[config.mk]
export PLATFORM = sky130hd
export DESIGN_NAME = weight_class_counter_flat
export DESIGN_NICKNAME = d
export VERILOG_FILES = /design/src/rtl/weight_class_counter_if.sv /design/src/rtl/weight_class_counter.sv /design/src/flat_wrapper.sv
export SDC_FILE = /design/constraint.sdc
export NUM_CORES = 1
export LEC_CHECK = 0
export BUFFER_PORTS_ARGS = -buffer_cell sky130_fd_sc_hd__buf_4
export CAP_MARGIN = 25
export CORE_MARGIN = 2
export CORE_UTILIZATION = 32
export DETAILED_ROUTE_END_ITERATION = 12
export GPL_TIMING_DRIVEN = 0
export HOLD_SLACK_MARGIN = 0.08
export PLACE_DENSITY_LB_ADDON = 0.05
export RECOVER_POWER = 100
export SLEW_MARGIN = 25
export SYNTH_ARGS = -nofsm -noshare
export SYNTH_HDL_FRONTEND = slang
export SYNTH_SLANG_ARGS = --single-unit
[constraint.sdc]
create_clock -name clk -period 10.6 [get_ports clk]
set_clock_uncertainty 0.2 [all_clocks]
set_input_delay 1.06 -clock clk [delete_from_list [all_inputs] [get_ports clk]]
set_output_delay 1.06 -clock clk [all_outputs]
set_load 0.01 [all_outputs]
[src/rtl/weight_class_counter_if.sv]
// Beat stream in, per-frame class histogram out, for weight_class_counter.
// master = beat producer / histogram consumer, slave = the counter itself.
interface weight_class_counter_if #(
    parameter int N_CLASSES = 13,
    parameter int CNT_W     = 8,
    parameter int IDX_W     = 4
);
    logic                              in_valid;
    logic                              in_pixel;
    logic [IDX_W-1:0]                  in_class;
    logic                              in_last;
    logic                              in_ready;
    logic [N_CLASSES-1:0][CNT_W-1:0]   val;
    logic                              val_valid;
    logic [7:0]                        frame_id;
    logic                              sat;
    logic                              bad_class;

    modport master (
        output in_valid, in_pixel, in_class, in_last,
        input  in_ready, val, val_valid, frame_id, sat, bad_class
    );

    modport slave (
        input  in_valid, in_pixel, in_class, in_last,
        output in_ready, val, val_valid, frame_id, sat, bad_class
    );
endinterface

[src/rtl/weight_class_counter.sv]
// Counts active pixels per weight class over a frame; publishes a double-buffered histogram.
// Latency: val/val_valid update on the edge sampling the in_last beat (visible 1 cycle later).
// Backpressure: none; in_ready is tied high and one beat per cycle is accepted forever.
module weight_class_counter #(
    parameter int N_CLASSES = 13,
    parameter int CNT_W     = 8,
    parameter int IDX_W     = 4
) (
    input  logic                  clk,
    input  logic                  rst,
    weight_class_counter_if.slave bus
);
    localparam logic [IDX_W:0]   N_CLS   = (IDX_W + 1)'(N_CLASSES);
    localparam logic [CNT_W-1:0] CNT_MAX = {CNT_W{1'b1}};

    logic [N_CLASSES-1:0][CNT_W-1:0] acc;
    logic [N_CLASSES-1:0][CNT_W-1:0] acc_nxt;
    logic                            sat_acc;
    logic                            beat_sat;
    logic                            class_ok;
    logic                            count_beat;
    logic                            bad_beat;
    logic                            frame_end;

    assign class_ok   = {1'b0, bus.in_class} < N_CLS;
    assign count_beat = bus.in_valid & bus.in_pixel & class_ok;
    assign bad_beat   = bus.in_valid & bus.in_pixel & ~class_ok;
    assign frame_end  = bus.in_valid & bus.in_last;
    assign bus.in_ready = 1'b1;

    // Accumulation bank with the current beat applied; saturating, never wrapping.
    always_comb begin
        acc_nxt  = acc;
        beat_sat = 1'b0;
        for (int k = 0; k < N_CLASSES; k++) begin
            if (count_beat && bus.in_class == IDX_W'(k)) begin
                if (acc[k] == CNT_MAX) begin
                    beat_sat = 1'b1;
                end else begin
                    acc_nxt[k] = acc[k] + CNT_W'(1);
                end
            end
        end
    end

    always_ff @(posedge clk or posedge rst) begin
        if (rst) begin
            acc           <= '0;
            sat_acc       <= 1'b0;
            bus.val       <= '0;
            bus.val_valid <= 1'b0;
            bus.frame_id  <= 8'd0;
            bus.sat       <= 1'b0;
            bus.bad_class <= 1'b0;
        end else begin
            bus.bad_class <= bus.bad_class | bad_beat;
            if (frame_end) begin
                // The closing beat lands in the output bank; the next beat sees a zeroed bank.
                bus.val       <= acc_nxt;
                bus.sat       <= sat_acc | beat_sat;
                bus.val_valid <= 1'b1;
                bus.frame_id  <= bus.frame_id + 8'd1;
                acc           <= '0;
                sat_acc       <= 1'b0;
            end else begin
                bus.val_valid <= 1'b0;
                acc           <= acc_nxt;
                sat_acc       <= sat_acc | beat_sat;
            end
        end
    end
endmodule

[src/flat_wrapper.sv]
// flat-port wrapper written by rule: the top's interface ports become plain ports
module weight_class_counter_flat 
#(
    parameter int N_CLASSES = 13,
    parameter int CNT_W     = 8,
    parameter int IDX_W     = 4
)
  (clk, rst, bus_in_valid, bus_in_pixel, bus_in_class, bus_in_last, bus_in_ready, bus_val, bus_val_valid, bus_frame_id, bus_sat, bus_bad_class);
  weight_class_counter_if #(.N_CLASSES(N_CLASSES), .CNT_W(CNT_W), .IDX_W(IDX_W)) bus_i ();
  input  logic clk;
  input  logic rst;
  input wire logic [$bits(bus_i.in_valid)-1:0] bus_in_valid;
  input wire logic [$bits(bus_i.in_pixel)-1:0] bus_in_pixel;
  input wire logic [$bits(bus_i.in_class)-1:0] bus_in_class;
  input wire logic [$bits(bus_i.in_last)-1:0] bus_in_last;
  output wire logic [$bits(bus_i.in_ready)-1:0] bus_in_ready;
  output wire logic [$bits(bus_i.val)-1:0] bus_val;
  output wire logic [$bits(bus_i.val_valid)-1:0] bus_val_valid;
  output wire logic [$bits(bus_i.frame_id)-1:0] bus_frame_id;
  output wire logic [$bits(bus_i.sat)-1:0] bus_sat;
  output wire logic [$bits(bus_i.bad_class)-1:0] bus_bad_class;
  assign bus_i.in_valid = bus_in_valid;
  assign bus_i.in_pixel = bus_in_pixel;
  assign bus_i.in_class = bus_in_class;
  assign bus_i.in_last = bus_in_last;
  assign bus_in_ready = bus_i.in_ready;
  assign bus_val = bus_i.val;
  assign bus_val_valid = bus_i.val_valid;
  assign bus_frame_id = bus_i.frame_id;
  assign bus_sat = bus_i.sat;
  assign bus_bad_class = bus_i.bad_class;
  weight_class_counter #(.N_CLASSES(N_CLASSES), .CNT_W(CNT_W), .IDX_W(IDX_W)) u_core (.clk(clk), .rst(rst), .bus(bus_i));
endmodule
# == Word level (Yosys, flattened, before mapping) ==
# Index checks and enable logic that the tools add are counted.
# classes
eq_ne,25
mux,55
n_reduce_logical,14
n_addsub,14
bitwise_logic,7
magnitude_cmp,1
# ops
cell,count
2-to-1 mux 8 bit,26
adder 8 x 1 -> 8 bit (second input constant),14
== test 8 bit (second input constant),13
2-to-1 mux 104 bit,1
2-to-1 mux 1 bit,28
== test 4 bit (second input constant),5
== test 4 x 3 -> 1 bit (second input constant),4
logical AND 1 bit,13
== test 4 x 2 -> 1 bit (second input constant),2
bitwise AND 1 bit,4
== test 4 x 1 -> 1 bit (second input constant),1
logical NOT 4 bit,1
< comparator 4 bit (second input constant),1
bitwise OR 1 bit,2
NOT 1 bit,1
# word_totals
register_bits,220
inputBits,9

# == Longest topological paths before layout ==
# logic_depth
word_depth,30
depth_mapped,8

# == Worst setup path after synthesis ==
# OpenSTA, ideal clock, no wires.
# synth_timing
path_type,input to register
startpoint,in bus_in_class[1]
endpoint,reg u_core.bus.val[100]
arrival_ns,2.345
n_path_buf,1
path_stages,6
path_slack_ns,7.973
path_cell_list,or2_1 buf_2 or2_2 nor2_1 mux2_2 o21ai_0
# synth_between
elab_chain_cells,4
elab_cells_between_ends,5
cone_classes,1 x order compare; 1 x eq/ne; 1 x mux; 1 x bitwise; 1 x reduce/logical
# synth_lines
element,line,source
start: declaration,flat_wrapper.sv:14,input wire logic [$bits(bus_i.in_class)-1:0] bus_in_class;
< comparator 4 bit,weight_class_counter.sv:25,"assign class_ok = {1'b0, bus.in_class} < N_CLS;"
bitwise AND 1 bit,weight_class_counter.sv:26,assign count_beat = bus.in_valid & bus.in_pixel & class_ok;
logical AND 1 bit (*),weight_class_counter.sv:36,if (count_beat && bus.in_class == IDX_W'(k)) begin
2-to-1 mux 8 bit (*),weight_class_counter.sv:36,
end signal: assignment,weight_class_counter.sv:59,bus.val <= acc_nxt;
end: declaration,weight_class_counter_if.sv:26,"output in_ready, val, val_valid, frame_id, sat, bad_class"
# Mark *: on every way between the ends. The rest lies on a longest branch, timed or not.
# A chain may end at the register's enable or synchronous reset.

==> results.txt <==
Max incr delay on CP -> 2300 ps
Total track usage -> 16.4%
R2r endpoint -> u_core.bus.val[83]
P&R area growth vs syn -> 19.6%
First-pass GRT wire length -> 40.7 mm
Final Power -> 0.00187 W
CTS clk-pin slew, worst paths -> 50 ps
Multi-input logic area -> 3890 um^2
Reg2reg setup slack -> 8240 ps
DR WL met2 -> 11.2 mm
Synth Instances -> 946
Total Wirelength -> 25.3 mm
FILL cells -> 3094
Worst-Skew Late Latency -> 520 ps
Tightest Hold Check Type -> reg -> reg
Final period utilization -> 35.8%
Post-synth ARST share -> 100%
Status -> finished with violations
Seq/Total Area, Yosys -> 57.4%
Non-filler instance count after layout -> 1507
WP buf/inv -> 2
Boundary Pins -> 125
Wirelength per Cell -> 16.8 um
Post-route DRC violation count -> 0
CTS root buffer -> clkbuf_16
Vias in the first global route -> 7217
Final Wtd Congestion -> 0.733
Min-delay src -> u_core.bus.val[20]
RSZ-0062 raised after global routing -> no
H-Tree Depth -> 1
Synth Register Bits -> 220
DIE HEIGHT -> 177 um
Hold Path End -> u_core.bus.val[20]
Area of the core -> 29600 um^2
Synth area leaders -> dfrtp_1 (57%), nand2_1 (6.1%), o21ai_0 (5.6%)
Final min period -> 3800 ps
Critical-path maximum fanout -> 87
Post-CTS Setup Repair Bufs -> 0
Global route overflow -> 0
Crit path max-delay family -> buffers and inverters
Final hold vios -> 0
Final net count -> 1121
CP Cell Sequence -> clkbuf_4 > clkinvlp_2
CTS tree -> built
Worst hold path depth -> 2
P_leak -> 5.07 nW
Worst endpoint required time -> 10320 ps
Setup TNS after final layout -> 0 ps
Synth cell types -> 51
Crit end category -> async pin
Initial antenna violation count -> 1
Largest net degree at the start of global routing -> 88
FP Rows -> 63
Initial DRC count -> 390
Worst reg2reg startpoint -> u_core.acc[80]
Clock Tree Buf Depth -> 3
Buffers on Ports -> 122
Layout cell share with drive strength beyond 1 -> 5.91%
Starting Density -> 32.4%
WS Path Type -> in -> async
Area leader, netlist -> dfrtp_1
Type of origin of the critical path -> input port
EDFF count, synth -> 0
Critical Path AT -> 3510 ps
Router iterations before antenna repair -> 4
Final setup fails -> 0
Fmax -> 263 MHz
Max-Slew Margin vs Limit -> -173%
Total CTS buffers -> 26
Most frequent cell after synthesis -> dfrtp_1
Top sig layer -> met4
Wl on met1 -> 12.6 mm
Worst Reg-to-Reg Cells -> 7
Final Util -> 38.8%
Max_cap viols -> 1
CTS resizes -> 0
Dpl cells -> 1460
Cell at the slowest stage of the critical path -> clkinvlp_2
Failing checks -> max-capacitance violations, max-slew violations
Slew Limit Fails -> 86
Die area -> 31400 um^2
Post-DP HPWL -> 17.7 mm
Routed Antenna Nets -> 0
Top_reg_cell synth -> dfrtp_1
CTS Hold Bufs -> 0
Syn Std Cell Area -> 9590 um^2
Vias per cell -> 4.81
Commonest cells post-synth -> dfrtp_1 (220), nand2_1 (155), nor2_1 (113)
Synthesized area per cell -> 10.1 um^2
Pwr Density -> 163 nW/um^2
Clock Sink Count -> 220
Worst-margin pin slew -> 4080 ps
Met3 wire len -> 882 um
Post-Syn Nets -> 969
Worst VDD drop -> 0.0966 mV
Ys Warns -> 0
Die W -> 177 um
Storage cell area -> 5510 um^2
Vias -> 7243
Top-area cell type share of the netlist area -> 57.4%
==> kinds of logic after synthesis <==
kind of cell,synth area share [%]
other,0.0391
AOI/OAI and AO/OA,8.04
and+or+nand+nor,20.9
adders and majority gates,1.83
DFF,57.4
buffers and inverters,2.02
muxes,3.26
xor gates and xnor gates,6.48
==> sequential cells by signal, summed over array words and instances (netlist names) <==
| register | cells |
|---|---|
| u_core.acc | 104 |
| u_core.bus.val | 104 |
| u_core.bus.frame_id | 8 |
| u_core.bus.bad_class | 1 |
| u_core.bus.sat | 1 |
| u_core.bus.val_valid | 1 |
| u_core.sat_acc | 1 |
==> layer usage <==
metal  vias to the layer above  global-route usage (%)
li1                       3572                       -
met1                      3513                    23.3
met2                       123                    26.3
met3                        35                    2.47
met4                         0                    4.20
met5                         -                       0
==> cell type report <==
class / count / share of cell area (%)
flip-flops and latches: 220 / 48.0
multi-input cells: 677 / 33.9
clock buffers: 37 / 6.65
repair buffers: 124 / 4.67
well taps: 390 / 4.25
plain buffers: 41 / 1.41
clock inverters: 9 / 0.829
inverters: 8 / 0.273
diodes: 1 / 0.0218
==> worst max-delay path by stage <==
stage / from / to / slack [ps] / cells after the start
detailed placement: bus_in_valid / u_core.bus.val[95] / 7010 / 6
finish: rst / u_core.bus.val[19] / 6800 / 2
global route: rst / u_core.acc[4] / 6090 / 2
floorplan: rst / u_core.acc[0] / 3320 / 1
CTS: bus_in_valid / u_core.bus.val[95] / 7600 / 6
global placement: rst / u_core.bus.val[40] / 240 / 2
==> layout by cell type (no fill, tap or decap), types with 5 or more instances in the layout <==
cell       synthesis  routed
and3_1            11      11
and4_1             6       6
buf_4              1       6
clkbuf_1          33     158
clkbuf_16          0      27
clkbuf_8           0       5
clkinv_2           0       7
dfrtp_1          220     220
ha_1              14      14
inv_1              8       7
mux2i_1           29      29
nand2_1          155     155
nand2b_1          14      14
nand3_1           36      36
nand4_1           35      35
nor2_1           113     113
nor3_1            15      15
nor4_1            15      15
o211a_1            5       5
o21ai_0          108     112
xnor2_1           23      23
xor2_1            48      48
==> metrics by stage <==
stage | setup WS (ps) | hold WS [ps] | cell area, um^2
final | 6800 | 274 | 11500
after global routing | 6090 | 302 | 11500
after CTS | 7600 | 280 | 11900
after floorplan | 3320 | 308 | 9590
after detailed placement | 7010 | 264 | 11100
after global placement | 243 | 263 | 11000
==> where the power goes <==
part           leakage, nW  internal, W  total [W]  switching, W
Sequential            3.05     0.000856   0.000873     0.0000172
Combinational         1.59    0.0000270  0.0000965     0.0000695
Clock                0.430     0.000546   0.000899      0.000354
Power figures use the tool's default switching activity.
